<file path="src/rtl/branch_redirect_unit.sv">
// Fetch-side PC generator: applies taken-branch/jump redirects, buffers a redirect
// that lands while fetch is stalled, raises a one-cycle IF/ID flush, counts branches.
module branch_redirect_unit #(
  parameter logic [31:0] RESET_PC = 32'h0000_0000,
  parameter int          CNT_W    = 16
) (
  input  logic             Clk,
  input  logic             Reset,
  input  logic             FetchStall,
  input  logic             ResolveValid,
  input  logic [3:0]       BranchType,
  input  logic             Branch,
  input  logic [31:0]      BranchTarget,
  input  logic [31:0]      JumpTarget,
  output logic [31:0]      PC,
  output logic [31:0]      PCPlus4,
  output logic             Flush,
  output logic [CNT_W-1:0] BranchCount,
  output logic [CNT_W-1:0] TakenCount
);

  typedef enum logic [1:0] {
    S_RUN   = 2'd0,
    S_PEND  = 2'd1,
    S_FLUSH = 2'd2
  } state_t;

  state_t           r_state;
  logic [31:0]      r_pc;
  logic [31:0]      r_pend_target;
  logic             r_flush;
  logic [CNT_W-1:0] r_branch_cnt;
  logic [CNT_W-1:0] r_taken_cnt;

  logic             w_is_branch;
  logic             w_is_jump;
  logic             w_taken;
  logic [31:0]      w_raw_target;
  logic [31:0]      w_target;
  logic             w_accept;
  logic             w_redirect;
  logic [31:0]      w_pc_plus4;

  // Codes 0011..1001 form the branch class; 1001 is the unconditional jump.
  assign w_is_branch  = (BranchType >= 4'd3) && (BranchType <= 4'd9);
  assign w_is_jump    = (BranchType == 4'd9);
  assign w_taken      = w_is_jump | Branch;
  assign w_raw_target = w_is_jump ? JumpTarget : BranchTarget;
  assign w_target     = {w_raw_target[31:2], 2'b00};
  assign w_accept     = (r_state == S_RUN) && ResolveValid && w_is_branch;
  assign w_redirect   = w_accept && w_taken;
  assign w_pc_plus4   = r_pc + 32'd4;

  always_ff @(posedge Clk or negedge Reset) begin
    if (!Reset) begin
      r_state       <= S_RUN;
      r_pc          <= RESET_PC;
      r_pend_target <= 32'd0;
      r_flush       <= 1'b0;
    end else begin
      case (r_state)
        S_RUN: begin
          if (w_redirect && !FetchStall) begin
            r_pc    <= w_target;
            r_state <= S_FLUSH;
            r_flush <= 1'b1;
          end else if (w_redirect) begin
            r_pend_target <= w_target;
            r_state       <= S_PEND;
            r_flush       <= 1'b0;
          end else begin
            if (!FetchStall) r_pc <= w_pc_plus4;
            r_flush <= 1'b0;
          end
        end
        S_PEND: begin
          if (!FetchStall) begin
            r_pc    <= r_pend_target;
            r_state <= S_FLUSH;
            r_flush <= 1'b1;
          end else begin
            r_flush <= 1'b0;
          end
        end
        S_FLUSH: begin
          // The flush never stretches: a stall here only freezes the PC.
          if (!FetchStall) r_pc <= w_pc_plus4;
          r_state <= S_RUN;
          r_flush <= 1'b0;
        end
        default: begin
          r_state <= S_RUN;
          r_flush <= 1'b0;
        end
      endcase
    end
  end

  // Statistics saturate at all-ones rather than wrapping.
  always_ff @(posedge Clk or negedge Reset) begin
    if (!Reset) begin
      r_branch_cnt <= '0;
      r_taken_cnt  <= '0;
    end else begin
      if (w_accept && !(&r_branch_cnt)) r_branch_cnt <= r_branch_cnt + CNT_W'(1);
      if (w_redirect && !(&r_taken_cnt)) r_taken_cnt <= r_taken_cnt + CNT_W'(1);
    end
  end

  assign PC          = r_pc;
  assign PCPlus4     = w_pc_plus4;
  assign Flush       = r_flush;
  assign BranchCount = r_branch_cnt;
  assign TakenCount  = r_taken_cnt;

endmodule

</file>
<file path="config.mk">
export PLATFORM = sky130hd
export DESIGN_NAME = branch_redirect_unit
export DESIGN_NICKNAME = d
export VERILOG_FILES = /design/src/rtl/branch_redirect_unit.sv
export SDC_FILE = /design/constraint.sdc
export NUM_CORES = 1
export LEC_CHECK = 0
export ABC_AREA = 1
export CORE_MARGIN = 2
export CORE_UTILIZATION = 40
export CTS_BUF_LIST = sky130_fd_sc_hd__clkbuf_16
export CTS_CLUSTER_SIZE = 12
export DETAILED_ROUTE_END_ITERATION = 10
export GPL_TIMING_DRIVEN = 0
export PLACE_DENSITY = 0.64
export SLEW_MARGIN = 0
export SYNTH_ARGS = -nofsm -noshare
export SYNTH_HDL_FRONTEND = slang
export SYNTH_SLANG_ARGS = --single-unit
export TNS_END_PERCENT = 100
</file>
<file path="constraint.sdc">
create_clock -name Clk -period 4.56 [get_ports Clk]
set_input_delay 0.684 -clock Clk [delete_from_list [all_inputs] [get_ports Clk]]
set_output_delay 0.684 -clock Clk [all_outputs]
set_load 0.02 [all_outputs]
</file>
; ---- Word-level counts from Yosys, hierarchy flattened
; Cells that the tools add are included.
[classes]
addsub = 3
multipliers = 0
div = 0
n_lt_le_gt_ge = 2
eq_ne = 6
n_shift = 0
muxes = 13
bitwise = 2
n_reduce_logical = 17
[op_table]
columns = cell, n
row1 = 2-to-1 mux 32 bit, 5
row2 = one-hot mux 32 bit (3 select lines), 1
row3 = "adder 16 x 1 -> 16 bit, second input constant", 2
row4 = "adder 32 x 3 -> 32 bit, second input constant", 1
row5 = AND reduction 16 bit, 2
row6 = logical AND 1 bit, 7
row7 = 2-to-1 mux 2 bit, 3
row8 = "inequality test 3 x 2 -> 1 bit, second input constant", 2
row9 = AND reduction 3 bit, 2
row10 = "== test 4 bit, second input constant", 1
row11 = "greater-or-equal comparator 4 x 2 -> 1 bit, second input constant", 1
row12 = "<= comparator 4 bit, second input constant", 1
row13 = one-hot mux 2 bit (2 select lines), 1
row14 = zero test 1 bit, 3
row15 = nonzero test 3 bit, 1
row16 = "== test 2 x 1 -> 1 bit, second input constant", 1
row17 = "== test 2 bit, second input constant", 1
row18 = zero test 2 bit, 1
row19 = 2-to-1 mux 1 bit, 2
row20 = "inequality test 2 bit, second input constant", 1
row21 = one-hot mux 1 bit (2 select lines), 1
row22 = AND reduction 2 bit, 1
row23 = inverter 1 bit, 1
row24 = bitwise OR 1 bit, 1
[word_totals]
regBits = 97
latchBits = 0
mem_bits_rw = 0
mem_bits_ro = 0
input_bits = 73
output_inout_bits = 97
elab_cells = 49
n_memories = 0

; ---- Logic depth before layout (Yosys ltp)
; Gate-level depths: netlist (run 1).
[logic_depth]
ltp_word = 7
ltp_mapped = 12
mapped_depth_nobuf = 12

; ---- Worst setup path before layout (run 1)
; Ideal clock, no wire load.
[synth_path]
path_type = register to output
from = register r_pc[2] (netlist: PC[2])
to = output port PCPlus4[25]
t_arrival_ps = 1550
required_time_ps = 3876
slack_ps = 2326
path_stages_with_launch = 7
n_path_buf = 0
cell_sequence = dfrtp_1 > inv_1 > nor2_1 > nand2_1 > nor2_2 > nand3_1 > nand2_1
[synth_between]
elab_chain_len = 1
[synth_lines]
columns = element, line_no
row1 = "start, declared", 29  ; logic [31:0] r_pc;
row2 = "start signal, assigned", 64  ; r_pc <= w_target;
row3 = "start signal, assigned", 72  ; if (!FetchStall) r_pc <= w_pc_plus4;
row4 = "start signal, assigned", 78  ; r_pc <= r_pend_target;
row5 = adder 32 x 3 -> 32 bit, 52  ; assign w_pc_plus4 = r_pc + 32'd4;
row6 = "end, declared", 16  ; output logic [31:0] PCPlus4,
; Every way passes these cells.

; ---- Worst setup path after layout (run 1)
[layout_path]
from = register r_pc[11] (netlist: PC[11])
to = output port PCPlus4[31]
; The elaborated chain is that of the path after synthesis.

==> metrics.md, run 1 <==
| Metric | Value |
|---|---|
| Vias per cell | 5.036 |
| Comb pwr share | 59.1% |
| Post-CTS Setup Bufs | 0 |
| Pre-CTS setup slack | 1.584 ns |
| Hold Slack | 0.3508 ns |
| R2R Path End | PC[6]$_DFFE_PN0P_ |
| Endpoints failing hold | 0 |
| Fin nets | 1343 |
| Reg2reg setup slack | 2.18 ns |
| N_diodes | 0 |
| Worst setup EP type | output pin |
| GRT Resource Usage Total | 25.44% |
| Setup Viol. Count Final | 0 |
| Initial antenna violation count | 0 |
| Status | finished clean |
| Buffers & Inverters on Critical Path | 1 |
| Clock period minus final worst setup slack | 3.339 ns |
| Post-Syn Area | 6776 um^2 |
| CP required | 3.88 ns |
| Critical Path, Cell by Cell | nand2_1 -> nor2_1 -> nand2_1 -> nor2_1 -> nand3_1 -> nand2_1 -> clkdlybuf4s50_1 |
| Sequential power share | 27.1% |
| Post-layout util | 54.23% |
| CP max stage cell | clkdlybuf4s50_1 |
| Area of the multi-input gates | 3845 um^2 |
| Syn-to-layout area delta | 32.72% |
| RePlAce Congestion | 0.8783 |
| Fin crit share | 73.22% |
| Post-DRT Antenna Nets | 0 |
| WL final | 22.81 mm |
| Port Buffers | 160 |
| GRT overflow | 0 |
| Net Sw Frac | 48.49% |
| Layout fillers | 1731 |
| Post-DP HPWL | 17.40 mm |
| Worst hold-check path type | input pin to asynchronous set/reset pin |
| Crit path launch | PC[11]$_DFFE_PN0P_ |
| Async set-or-reset flop fraction in the synthesized netlist | 100.0% |
| Total Power | 5.886 mW |
| Max-slew violations | 0 |
| Worst R2R Path Depth | 8 |
| Synth Flop Type | dfrtp_1 |
| P_int | 3.032 mW |
| First-pass GRT wire length | 36.02 mm |
| Worst-Margin Slew | 0.6811 ns |
| Slowest cell delay on critical path | 0.61 ns |
| Share of layout cells above drive strength 1 | 3.552% |
| Clk_skew | 0.008847 ns |
| Pin count of the biggest net entering global routing | 50 |
| NetSw | 2.854 mW |
| Die W | 134.2 um |
| CP most frequent cell | nand2_1 |
| Wire per inst | 15.34 um |
| DRT iter0 DRCs | 643 |
| Worst Path Arrival | 2.65 ns |
| Fmax achieved | 0.2995 GHz |
| Critical Path Stages | 7 |
| Vias in the first global route | 6929 |
| CTS Sinks | 95 |
| Max cap viols | 0 |
| Die H | 134.2 um |
| CP Launch Type | register |
| Worst-path clk slew | 0.07 ns |
| P per Cell Area | 654.5 nW/um^2 |
| CP delay by family, top | simple AND/OR/NAND/NOR gates |
| CP max FO | 8 |
| Syn_area_per_cell | 6.228 um^2 |
| CTS tree | done |
| Leak Pwr | 4.406 nW |
| Peak supply drop | 0.0003469 V |
| Clk buf depth | 2 |
| DRT Pass-1 Iters | 5 |
| Synth warn | 0 |
| Vias post-DR | 7489 |
| RSZ-0062 raised after global routing | false |
| # IOs | 170 |
| R2r startpoint | r_state[0]$_DFFE_PN0P_ |
| H-tree Lvls | 3 |
| Post-route DRC | 0 |
| TritonCTS buffer count | 9 |
| Row cnt | 47 |
| Die area | 18000 um^2 |
| Clk root buf | clkbuf_16 |
| Post_cts resized | 0 |
| Clk Latency, worst-skew pair | 0.35 ns |
| Hold_buf cts | 0 |
| Sequential area share after synthesis | 35.08% |
| Kind of critical path | register to output pin |
| #FFs+latches synth | 95 |
| Core box area | 16580 um^2 |
| Setup crit end | PCPlus4[31] |
| Setup TNS | 0 ns |
| Starting Density | 40.86% |
| EDFF count, synth | 0 |
| Clock power share | 13.7% |
| Synth cell types | 34 |
| Post-route setup slack | 1.221 ns |
| Max-slew headroom | 54.59% |
| Cells after Synth | 1088 |
| Sequential cell area | 2377 um^2 |
==> registers in the layout (all words and copies together), names as in the netlist <==
register and cells:
BranchCount 16, TakenCount 16, Flush 1, PC 30
r_pend_target 30, r_state 2
==> metal layers <==
| metal | global-route usage (%) | part of all wire (%) |
|---|---|---|
| met4 | 8.304 | 2.3 |
| met2 | 38.72 | 44 |
| met1 | 36.37 | 46 |
| met3 | 4.913 | 7.9 |
| met5 | 0 | 0 |
==> power by group through the flow <==
stage | logic (mW) | clock network, mW | registers, mW
3_3_place_gp | 3.40 | 0 | 1.60
4_1_cts | 3.45 | 0.816 | 1.58
2_1_floorplan | 1.96 | 0 | 1.70
3_5_place_dp | 3.44 | 0 | 1.59
5_1_grt | 3.88 | 0.852 | 1.64
6_report | 3.48 | 0.808 | 1.60
==> layout make-up <==
class | count | area share, %
Inverter | 91 | 3.798
Multi-Input combinational cell | 855 | 42.75
Clock buffer | 9 | 2.504
Timing Repair Buffer | 161 | 18.09
Clock inverter | 6 | 0.8765
Sequential cell | 95 | 26.43
Buffer | 50 | 2.490
Tap cell | 220 | 3.061
==> cell families (layout without fill, tap and decap cells) <==
group                      after synthesis  in the layout  share of synthesized area [%]
and+or+nand+nor                        723            723                          43.93
buffers and inverters                  141            317                          8.346
DFF                                     95             95                          35.08
AOI/OAI and AO/OA                       89             89                          7.164
xor gates and xnor gates                32             32                          4.136
adders and majority gates                7              7                          1.292
other                                    1              4                        0.05534
==> placed cells by master, fill, tap and decap left out, drive strengths merged <==
cell type | netlist | final
nand2 | 496 | 496
clkdlybuf4s50 | 0 | 159
nand3 | 133 | 133
dfrtp | 95 | 95
inv | 91 | 93
nor2 | 69 | 69
o21ai | 39 | 39
clkbuf | 28 | 37
a21oi | 35 | 35
buf | 22 | 24
xor2 | 23 | 23
nor3 | 12 | 12
o211ai | 11 | 11
xnor2 | 9 | 9
ha | 7 | 7
nor4 | 5 | 5
conb | 1 | 4
nand4 | 4 | 4
and2 | 2 | 2
bufinv | 0 | 2
a22oi | 1 | 1
a221oi | 1 | 1
o21a | 1 | 1
o32ai | 1 | 1
nand3b | 1 | 1
or3 | 1 | 1
clkinvlp | 0 | 1
clkinv | 0 | 1
==> worst min path at each step <==
| stage | startpoint | slack (ns) | to |
|---|---|---|---|
| floorplan | Reset | 0.39 | BranchCount[0]$_DFFE_PN0P_ |
| global placement | r_pend_target[27]$_DFFE_PN0P_ | 0.46 | r_pend_target[27]$_DFFE_PN0P_ |
| detailed placement | r_pend_target[9]$_DFFE_PN0P_ | 0.47 | r_pend_target[9]$_DFFE_PN0P_ |
| CTS | Reset | 0.39 | r_pend_target[5]$_DFFE_PN0P_ |
| global route | Reset | 0.39 | r_pend_target[5]$_DFFE_PN0P_ |
| finish | Reset | 0.35 | r_pend_target[5]$_DFFE_PN0P_ |
==> metrics by stage <==
step | area (um^2) | std cells
floorplan | 6788 | 1091
CTS | 8994 | 1487
finish | 8994 | 1487
global placement | 8665 | 1471
detailed placement | 8690 | 1472
global route | 8994 | 1487
==> Yosys cell counts (11+ instances only) <==
cell type	number	share of area, %
xor2_1	23	3.0
a21oi_1	35	2.6
dfrtp_1	95	35
nand3_1	132	9.7
nor3_1	11	0.81
inv_1	86	4.8
nand2_1	494	27
clkbuf_1	28	1.6
o21ai_0	34	2.5
nor2_1	65	3.6
o211ai_1	11	1.2
buf_2	11	0.81
(Power assumes the default switching activity.)
==> run 2: changes to the inputs <==
PLACE_DENSITY = 0.67   (was 0.64)
clock period = 2.9 ns   (was 4.56 ns; I/O delays follow)
==> metrics.md, run 2 (synthesis gave the netlist of run 1 again) <==
| Metric | Value |
|---|---|
| H-tree Lvls | 3 |
| Post-DP HPWL | 17.14 mm |
| Vias in the first global route | 6931 |
| Total Power | 9.263 mW |
| Port Buffers | 160 |
| Hold_buf cts | 0 |
| Vias per cell | 5.069 |
| Share of layout cells above drive strength 1 | 5.442% |
| CTS Sinks | 95 |
| CP most frequent cell | nand2_1 |
| Max cap viols | 0 |
| GRT overflow | 0 |
| CTS tree | done |
| Worst Path Arrival | 2.41 ns |
| Worst setup EP type | output pin |
| Max-slew violations | 0 |
| DRT iter0 DRCs | 608 |
| Setup Viol. Count Final | 0 |
| Worst-path clk slew | 0.07 ns |
| Most frequent cells in the layout | nand2_1 (492), clkdlybuf4s50_1 (151), nand3_1 (132) |
| Post-route DRC | 0 |
| CP max stage cell | clkdlybuf4s50_1 |
| Worst R2R Path Depth | 11 |
| Row cnt | 47 |
| Layout fillers | 1687 |
| Kind of critical path | register to output pin |
| First-pass GRT wire length | 35.86 mm |
| WL final | 22.54 mm |
| Clock period minus final worst setup slack | 2.850 ns |
| Die area | 18000 um^2 |
| Worst hold-check path type | input pin to asynchronous set/reset pin |
| RSZ-0062 raised after global routing | false |
| N_diodes | 0 |
| Area of the multi-input gates | 3887 um^2 |
| Most common cell after layout, fill and taps aside | nand2_1 |
| Fin nets | 1343 |
| Starting Density | 40.86% |
| Initial antenna violation count | 0 |
| Pin count of the biggest net entering global routing | 52 |
| Fin crit share | 98.27% |
| CP max FO | 8 |
| Endpoints failing hold | 0 |
| DRT Pass-1 Iters | 6 |
| Fmax achieved | 0.3509 GHz |
| Clk root buf | clkbuf_16 |
| Slowest cell delay on critical path | 0.61 ns |
| Worst-Margin Slew | 0.6406 ns |
| CP required | 2.47 ns |
| Reg2reg setup slack | 0.61 ns |
| Core box area | 16580 um^2 |
| Buffers & Inverters on Critical Path | 1 |
| R2R Path End | PC[13]$_DFFE_PN0P_ |
| GRT Resource Usage Total | 25.36% |
| Clk buf depth | 2 |
| Die W | 134.2 um |
| Setup TNS | 0 ns |
| Wire per inst | 15.15 um |
| Clk Latency, worst-skew pair | 0.35 ns |
| RePlAce Congestion | 0.8972 |
| Leak Pwr | 4.482 nW |
| Post-CTS Setup Bufs | 0 |
| Vias post-DR | 7542 |
| Post_cts resized | 10 |
| P per Cell Area | 1021 nW/um^2 |
| Max-slew headroom | 57.29% |
| Post-DRT Antenna Nets | 0 |
| Clk_skew | 0.009856 ns |
| Peak supply drop | 0.0005670 V |
| Status | finished clean |
| CP delay by family, top | simple AND/OR/NAND/NOR gates |
| Die H | 134.2 um |
| # IOs | 170 |
| Syn-to-layout area delta | 33.88% |
| CP Launch Type | register |
| R2r startpoint | r_state[0]$_DFFE_PN0P_ |
| Critical Path, Cell by Cell | nand2_1 -> nor2_1 -> nand2_1 -> nor2_1 -> nand3_1 -> nand2_1 -> clkdlybuf4s50_1 |
| TritonCTS buffer count | 9 |
| Sequential cell area | 2391 um^2 |
run 2: through the flow:
stage	setup WS, ns	hold slack, ns	area (um^2)	utilization [%]	std cells
3_5_place_dp	0.1830	0.4648	8690	52.40	1472
6_report	0.05015	0.08826	9072	54.71	1488
2_1_floorplan	0.9153	0.1394	6788	-	1091
3_3_place_gp	-2.499	0.4642	8665	52.25	1471
5_1_grt	0.001631	0.1486	9072	54.71	1488
4_1_cts	0.01220	0.1172	9021	54.40	1488
run 2: worst max path at each step:
stage | depth (start not counted) | end | from
final | 7 | PCPlus4[31] | PC[18]$_DFFE_PN0P_
after global routing | 7 | PCPlus4[31] | PC[18]$_DFFE_PN0P_
after CTS | 7 | PCPlus4[31] | PC[17]$_DFFE_PN0P_
after detailed placement | 8 | PCPlus4[20] | PC[2]$_DFFE_PN0P_
after global placement | 1 | TakenCount[8]$_DFFE_PN0P_ | Reset
after floorplan | 6 | PCPlus4[25] | PC[2]$_DFFE_PN0P_
run 2: layout make-up:
cell class	instances	share of cell area [%]
multi-input cells	855	42.85
flip-flops and latches	95	26.35
repair buffers	161	18.15
inverters	91	3.765
well taps	220	3.034
clock buffers	9	2.482
plain buffers	50	2.469
clock inverters	7	0.8964
run 2: report_power, final:
group,internal [mW],switching [mW]
Clock,0.745,0.530
Sequential,1.88,0.649
Combinational,2.15,3.30
run 2: metal layers:
| metal | GRT usage (%) | routed length [um] | part of all wire (%) |
|---|---|---|---|
| met5 | 0 | 0 | 0 |
| met4 | 8.655 | 505 | 2.2 |
| met2 | 39.31 | 10100 | 45 |
| met1 | 35.81 | 10330 | 46 |
| met3 | 4.497 | 1602 | 7.1 |
